`config.mk`:
```
export PLATFORM = sky130hd
export DESIGN_NAME = traffic_phase_scheduler
export DESIGN_NICKNAME = d
export VERILOG_FILES = /design/src/rtl/traffic_phase_scheduler.sv
export SDC_FILE = /design/constraint.sdc
export NUM_CORES = 1
export LEC_CHECK = 0
export BUFFER_PORTS_ARGS = -buffer_cell sky130_fd_sc_hd__buf_4
export CAP_MARGIN = 20
export CORE_UTILIZATION = 23
export DETAILED_ROUTE_END_ITERATION = 16
export PLACE_DENSITY_LB_ADDON = 0.08
export SLEW_MARGIN = 5
export SYNTH_ARGS = -nofsm -noshare
export SYNTH_HDL_FRONTEND = slang
export SYNTH_SLANG_ARGS = --single-unit
```
`constraint.sdc`:
```
create_clock -name clk -period 6.9 [get_ports clk]
set_clock_uncertainty 0.15 [all_clocks]
set_input_delay 1.38 -clock clk [delete_from_list [all_inputs] [get_ports clk]]
set_output_delay 1.38 -clock clk [all_outputs]
set_load 0.005 [all_outputs]
```
`src/rtl/traffic_phase_scheduler.sv`:
```
// Phase scheduler for the smart traffic light: picks main / side / left / pedestrian
// phases, offers them on a valid/ready handshake, waits for completion, then runs
// an all-red clearance before the next arbitration.
// Ports: clk/reset (sync, active-high); L/H queue thermometer codes; ped_btn request;
//        phase_ready/phase_done from light controller; phase_valid/phase_id/green_len
//        offer; busy (OFFER/RUN/CLEAR); ped_pending latched pedestrian request.
module traffic_phase_scheduler #(
  parameter int MIN_GREEN = 5,
  parameter int PER_CAR   = 4,
  parameter int MAX_GREEN = 20,
  parameter int PED_GREEN = 8,
  parameter int ALLRED    = 2
) (
  input  logic       clk,
  input  logic       reset,
  input  logic [2:0] L,
  input  logic [2:0] H,
  input  logic       ped_btn,
  input  logic       phase_ready,
  input  logic       phase_done,
  output logic       phase_valid,
  output logic [1:0] phase_id,
  output logic [4:0] green_len,
  output logic       busy,
  output logic       ped_pending
);

  typedef enum logic [1:0] {ARB, OFFER, RUN, CLEAR} state_t;

  // Round-robin slots for the non-main phases.
  localparam logic [1:0] SLOT_SIDE = 2'd0;
  localparam logic [1:0] SLOT_LEFT = 2'd1;
  localparam logic [1:0] SLOT_PED  = 2'd2;

  state_t     state;
  logic [1:0] rr;
  logic       main_due;
  logic [7:0] clr_cnt;

  logic [1:0] l_cnt, h_cnt;
  logic [2:0] req;
  logic [2:0] rot_req;
  logic [1:0] offset;
  logic [1:0] grantee;
  logic       ped_hs;

  function automatic logic [1:0] popcnt3(input logic [2:0] v);
    return {1'b0, v[0]} + {1'b0, v[1]} + {1'b0, v[2]};
  endfunction

  // Modulo-3 add on slot indices.
  function automatic logic [1:0] add3(input logic [1:0] a, input logic [1:0] b);
    logic [2:0] s;
    s = {1'b0, a} + {1'b0, b};
    if (s >= 3'd3) s = s - 3'd3;
    return s[1:0];
  endfunction

  // Computed at 8 bits so a large PER_CAR saturates at MAX_GREEN instead of wrapping.
  function automatic logic [4:0] car_green(input logic [1:0] cnt);
    logic [7:0] raw;
    raw = 8'(MIN_GREEN) + 8'(PER_CAR) * {6'd0, cnt};
    if (raw > 8'(MAX_GREEN)) raw = 8'(MAX_GREEN);
    return raw[4:0];
  endfunction

  assign l_cnt = popcnt3(L);
  assign h_cnt = popcnt3(H);
  assign req   = {ped_pending, (h_cnt != 2'd0), (l_cnt != 2'd0)};

  // Rotate the request vector so bit 0 is the slot the rr pointer names; the
  // first set bit then gives the distance from the pointer to the grantee.
  always_comb begin
    rot_req = req;
    case (rr)
      2'd1:    rot_req = {req[0], req[2], req[1]};
      2'd2:    rot_req = {req[1], req[0], req[2]};
      default: rot_req = req;
    endcase
    offset = 2'd2;
    if (rot_req[0])      offset = 2'd0;
    else if (rot_req[1]) offset = 2'd1;
    grantee = add3((rr == 2'd3) ? 2'd0 : rr, offset);
  end

  assign ped_hs = (state == OFFER) && phase_ready && (phase_id == 2'd3);

  always_ff @(posedge clk) begin
    if (reset) begin
      state       <= ARB;
      rr          <= SLOT_SIDE;
      main_due    <= 1'b0;
      clr_cnt     <= 8'd0;
      phase_valid <= 1'b0;
      phase_id    <= 2'd0;
      green_len   <= 5'd0;
      busy        <= 1'b0;
      ped_pending <= 1'b0;
    end else begin
      // A press on the pedestrian handshake cycle re-arms the request.
      ped_pending <= ped_btn | (ped_pending & ~ped_hs);

      case (state)
        ARB: begin
          if (main_due || (req == 3'b000)) begin
            phase_id  <= 2'd0;
            green_len <= 5'(MIN_GREEN);
            main_due  <= 1'b0;
          end else begin
            phase_id <= grantee + 2'd1;
            if (grantee == SLOT_PED)
              green_len <= 5'(PED_GREEN);
            else if (grantee == SLOT_LEFT)
              green_len <= car_green(h_cnt);
            else
              green_len <= car_green(l_cnt);
            rr       <= add3(grantee, 2'd1);
            main_due <= 1'b1;
          end
          phase_valid <= 1'b1;
          busy        <= 1'b1;
          state       <= OFFER;
        end

        OFFER: begin
          if (phase_ready) begin
            phase_valid <= 1'b0;
            state       <= RUN;
          end
        end

        RUN: begin
          if (phase_done) begin
            if (ALLRED == 0) begin
              busy  <= 1'b0;
              state <= ARB;
            end else begin
              clr_cnt <= 8'd0;
              state   <= CLEAR;
            end
          end
        end

        CLEAR: begin
          if (clr_cnt == 8'(ALLRED - 1)) begin
            busy  <= 1'b0;
            state <= ARB;
          end else begin
            clr_cnt <= clr_cnt + 8'd1;
          end
        end

        default: state <= ARB;
      endcase
    end
  end

endmodule

```
## After elaboration in Yosys (flattened, before gate mapping)

Cells that the tools add are included.

| word-level totals | value |
|---|---|
| flip-flop bits (word level) | 23 |
| output and inout bits | 10 |
| logic and storage cells | 82 |

| operators by class | value |
|---|---|
| $add $sub $neg | 12 |
| magnitude comparators | 4 |
| equality and inequality tests | 14 |
| muxes and demuxes | 24 |
| bitwise gates (word level) | 4 |
| reductions and logical operators | 15 |

Operators with widths:

| kind | number |
|---|---|
| two-way mux 5 bit | 5 |
| two-way mux 2 bit | 9 |
| two-way mux 8 bit | 2 |
| case mux 8 bit (2 select lines) | 1 |
| == test 2 bit (second input constant) | 6 |
| adder 3 x 4 -> 5 bit (first input constant) | 2 |
| > comparator 5 bit (second input constant) | 2 |
| nonzero test 2 bit | 5 |
| adder 8 x 1 -> 8 bit (second input constant) | 1 |
| == test 8 x 1 -> 1 bit (second input constant) | 1 |
| != test 2 bit (second input constant) | 4 |
| case mux 2 bit (4 select lines) | 1 |
| == test 2 x 1 -> 1 bit (second input constant) | 3 |
| greater-or-equal comparator 3 x 2 -> 1 bit (second input constant) | 2 |
| AND reduction 2 bit | 3 |
| AND reduction 3 bit | 2 |
| adder 1 x 1 -> 2 bit | 2 |
| adder 2 x 1 -> 2 bit | 2 |
| case mux 1 bit (2 select lines) | 2 |
| case mux 2 bit (2 select lines) | 1 |
| subtractor 2 bit (second input constant) | 2 |
| adder 2 x 1 -> 3 bit (second input constant) | 1 |
| adder 2 x 2 -> 3 bit | 1 |
| logical NOT 3 bit | 1 |
| other kinds (8) | 12 |

## Longest topological paths before layout

| depth | value |
|---|---|
| word-level depth | 13 |
| depth in mapped cells | 21 |
| gate-level depth less buffers | 20 |

## Worst setup path before layout

No wires, ideal clock.

| timing | value |
|---|---|
| kind | input to register |
| start | input port L[0] |
| end | register green_len[3] |
| data arrival time | 5100 ps |
| required time | 6619 ps |
| slack | 1519 ps |
| cell stages on the path | 17 |
| cell sequence | inv_1 fa_1 ha_1 or3b_2 a21oi_1 a31oi_1 fa_1 inv_1 ha_1 nor2b_1 mux2_2 inv_1 ha_1 clkbuf_1 mux2_2 o21ai_0 a21oi_1 |

| between the ends | value |
|---|---|
| word-level cells in the longest chain between the ends | 13 |

RTL lines:

| what | line | text |
|---|---|---|
| start: declaration | 16 | `input logic [2:0] L,` |
| adder 1 x 1 -> 2 bit * | 48 | `return {1'b0, v[0]} + {1'b0, v[1]} + {1'b0, v[2]};` |
| adder 2 x 1 -> 2 bit * | 48 |  |
| nonzero test 2 bit | 69 | `assign req = {ped_pending, (h_cnt != 2'd0), (l_cnt != 2'd0)};` |
| case mux 2 bit (2 select lines) | 75 | `case (rr)` |
| two-way mux 2 bit | 82 | `else if (rot_req[1]) offset = 2'd1;` |
| two-way mux 2 bit | 81 | `if (rot_req[0]) offset = 2'd0;` |
| adder 2 x 2 -> 3 bit | 54 | `s = {1'b0, a} + {1'b0, b};` |
| greater-or-equal comparator 3 x 2 -> 1 bit or subtractor 2 bit (tied branches) | 55 | `if (s >= 3'd3) s = s - 3'd3;` |
| two-way mux 2 bit | 55 |  |
| == test 2 x 1 -> 1 bit | 113 | `else if (grantee == SLOT_LEFT)` |
| two-way mux 5 bit | 113 |  |
| two-way mux 5 bit | 111 | `if (grantee == SLOT_PED)` |
| two-way mux 5 bit * | 105 | `if (main_due \|\| (req == 3'b000)) begin` |
| end signal: assignment | 107 | `green_len <= 5'(MIN_GREEN);` |
| end signal: assignment | 112 | `green_len <= 5'(PED_GREEN);` |
| end signal: assignment | 114 | `green_len <= car_green(h_cnt);` |
| end: declaration | 23 | `output logic [4:0] green_len,` |

Every way passes the cells marked *; elsewhere a longest branch is shown, timed or not.
A chain may end at the register's enable or synchronous reset.

## Worst setup path in the final report

| timing | value |
|---|---|
| start | input port L[0] |
| end | register green_len[0] |

The elaborated chain is that of the path after synthesis.

==> reports/qor.csv <==
metric,value,unit
finished_core_util,0.284,
cts_tree,done,
synthCells,187,
slowest_stage_delay_cp,0.61,ns
pre_cts_ws,1.23,ns
worst_setup_path_end_kind,register,
layout.cells.most_common_list,"sky130_fd_sc_hd__inv_1 (23), sky130_fd_sc_hd__dfxtp_1 (22), sky130_fd_sc_hd__ha_1 (19), sky130_fd_sc_hd__buf_4 (19), sky130_fd_sc_hd__nand2_1 (18)",
crit_path_start_kind,input pin,
globalRouteOverflowTotal,0,
place_area,1770,sq um
drive_above_1_share,0.166,
timing.reg2reg.worst_path_depth,20,
cts_buffer_depth,2,
timing.final.crit_share,0.786,
grt_max_degree,25,
synth_sequential_area_ratio,0.284,
ioPinCount,21,
postSynth.asyncResetShare,0,
synth_top_area_frac,0.284,
synth_top_area_cell,sky130_fd_sc_hd__dfxtp_1,
critical_path_peak_fanout,6,
cts_hold_repair.buffers,0,
synth-edff-count,0,
worst_ep_arrival_time,5.46,ns
routed_wl_per_cell,12.1,microns
syn_area_per_cell,8.30,sq um
stdcell_count,282,
power_per_cell_area,380,nW/um^2
cts.repair_timing.setup_buffer_count,0,
syn-cell-area,1550,sq um
drt_first_iter_violations,23,
worst-r2r-setup-slack,2.88,ns
tightest_hold_check_type,register to register,
drt_first_pass_iters,4,
port_buffers,19,
placement_row_count,29,
final_design_area_no_fill,1820,sq um
insertedDiodeCount,0,
cts_inserted_buffers,3,
timing.critical_path.slowest_stage_cell,sky130_fd_sc_hd__fa_1,
most_common_library_cell_in_the_layout_ignoring_fill_and_taps,sky130_fd_sc_hd__inv_1,
globalplace.congestion,0.771,
ys_ff_latch,22,
first_pass_grt_wire_length,5650,microns
final.fill_count,701,
worst_ir_drop_vdd,0.0000882,V
post_dp_hpwl,2610,microns
tightest_slew,0.692,ns
routed-via-count,1270,
mappedNetlistNets,220,
ys_dominant_reg_cell,sky130_fd_sc_hd__dfxtp_1,
path_buf_inv,4,
clock_tree.root_cell,sky130_fd_sc_hd__clkbuf_8,
worst_path_dominant_cell_family,adder cells,
worst-endpoint-required,6.93,ns
fmax,184,MHz
fp.dieH,84.2,microns
yosys-top-cells-area,"sky130_fd_sc_hd__dfxtp_1 (28%), sky130_fd_sc_hd__ha_1 (15%), sky130_fd_sc_hd__inv_1 (5.6%)",
route.antenna.remaining_nets,0,
die_w,84.2,microns
clkSinkCount,22,
grt_setup_unrepaired,false,
report.final.slew_viol_count,0,
crit_path_cell_trace,buf_4 > inv_1 > fa_1 > ha_1 > or3b_2 > a21oi_1 > a31oi_1 > fa_1 > inv_1 > ha_1 > nor2b_1 > nor2b_1 > o21a_1 > inv_1 > ha_1 > a221oi_1 > a21oi_1 > or2_2 > a211oi_1,
crit_cells,19,
htree_num_levels,1,
cts_repair_resize_count,0,
finalPower,0.693,mW
core_area,6420,sq um
antenna_found_initial,0,
synthDistinctLibCells,39,
final.hold.worst_slack,0.329,ns
holdPathStages,2,
final_count_of_negative_setup_slack_endpoints,0,
insertion_delay,0.26,ns
number_of_global_route_vias_before_repair,1249,
post_drt_via_cell_ratio,4.50,
min_period,5.42,ns
die_area,7080,sq um
totalWireLength,3420,microns
nNetsFinal,239,
timing.max_slew.rel_slack,0.527,
max_cap_viol_count,0,
p_leak,0.786,nW
timing_hold_violations_final,0,
grt.total_usage,0.0983,
cts_clk_pin_slew_worst_paths,0.08,ns
synth.yosys.warnings,0,
setup-tns-final,0,ns
syn_to_final_growth,17.5,%
worst_slack,1.48,ns
worst-setup-path-type,input pin to register,
placed_cells,278,
status,"complete, no violations",
start_util,0.242,
remaining_drc_errors,0,
[flip-flops by register name, summed over array words and instances (netlist names)]
name / flops
rr: 2
clr_cnt: 8
state: 2
phase_valid: 1
phase_id: 2
main_due: 1
ped_pending: 1
green_len: 4
busy: 1
[cell families after synthesis]
kind of cell,Yosys count,synth area share
and+or+nand+nor,66,0.228
other,1,0.00242
DFF,22,0.284
muxes,7,0.0475
AOI/OAI and AO/OA,41,0.176
buffers and inverters,28,0.0701
adders and majority gates,22,0.192
[worst paths after layout]
path	startpoint	endpoint
worst min-delay path	green_len[3]$_SDFFE_PP0P_	green_len[3]$_SDFFE_PP0P_
worst max-delay path	L[0]	green_len[0]$_SDFFE_PP0P_
worst min register to register	green_len[3]$_SDFFE_PP0P_	green_len[3]$_SDFFE_PP0P_
worst max register to register	rr[0]$_SDFFE_PP0P_	green_len[0]$_SDFFE_PP0P_
[synth_stat cells (2+ instances only)]
cell type and instances:
sky130_fd_sc_hd__a211oi_1 2, sky130_fd_sc_hd__nand4_1 2, sky130_fd_sc_hd__o32ai_1 4, sky130_fd_sc_hd__nand3_1 3
sky130_fd_sc_hd__a22oi_1 4, sky130_fd_sc_hd__fa_1 3, sky130_fd_sc_hd__dfxtp_1 22, sky130_fd_sc_hd__mux2i_1 4
sky130_fd_sc_hd__a2bb2oi_1 2, sky130_fd_sc_hd__mux2_2 3, sky130_fd_sc_hd__a21oi_1 13, sky130_fd_sc_hd__nand2b_1 4
sky130_fd_sc_hd__a31oi_1 2, sky130_fd_sc_hd__inv_1 23, sky130_fd_sc_hd__or3_1 2, sky130_fd_sc_hd__nor2_1 16
sky130_fd_sc_hd__o21ai_0 5, sky130_fd_sc_hd__nand3b_1 5, sky130_fd_sc_hd__nor3_1 4, sky130_fd_sc_hd__nand2_1 18
sky130_fd_sc_hd__o21a_1 3, sky130_fd_sc_hd__clkbuf_1 4, sky130_fd_sc_hd__ha_1 19, sky130_fd_sc_hd__or2_2 2
sky130_fd_sc_hd__nor2b_1 4
[per-layer routing]
| metal | share of wire | global-route usage | up-vias |
|---|---|---|---|
| li1 | - | - | 675 |
| met1 | 0.49 | 0.129 | 577 |
| met2 | 0.47 | 0.164 | 16 |
| met3 | 0.037 | 0.0256 | 2 |
| met4 | 0.0056 | 0.0188 | 0 |
| met5 | 0 | 0 | - |
[worst register-to-register path: cells and delay by family, from the launching register on]
kind / cells / cell delay [ns]
AOI/OAI and AO/OA: 6 / 1.01
adders and majority gates: 5 / 1.29
buffers and inverters: 5 / 0.31
DFF: 1 / 0.35
and+or+nand+nor: 4 / 0.82
[cell type report]
type / instances / area (sq um) / area share
repair buffers: 19 / 143 / 0.0782
well taps: 77 / 96.3 / 0.0528
multi-input cells: 137 / 1000 / 0.550
clock buffers: 4 / 55.1 / 0.0302
inverters: 23 / 86.3 / 0.0473
flip-flops and latches: 22 / 440 / 0.241
[report_power, final]
group          switching [mW]  internal (mW)
Clock                  0.0433         0.0509
Combinational           0.212          0.202
Sequential             0.0248          0.160
No activity file was read; power rests on OpenSTA's default activity.
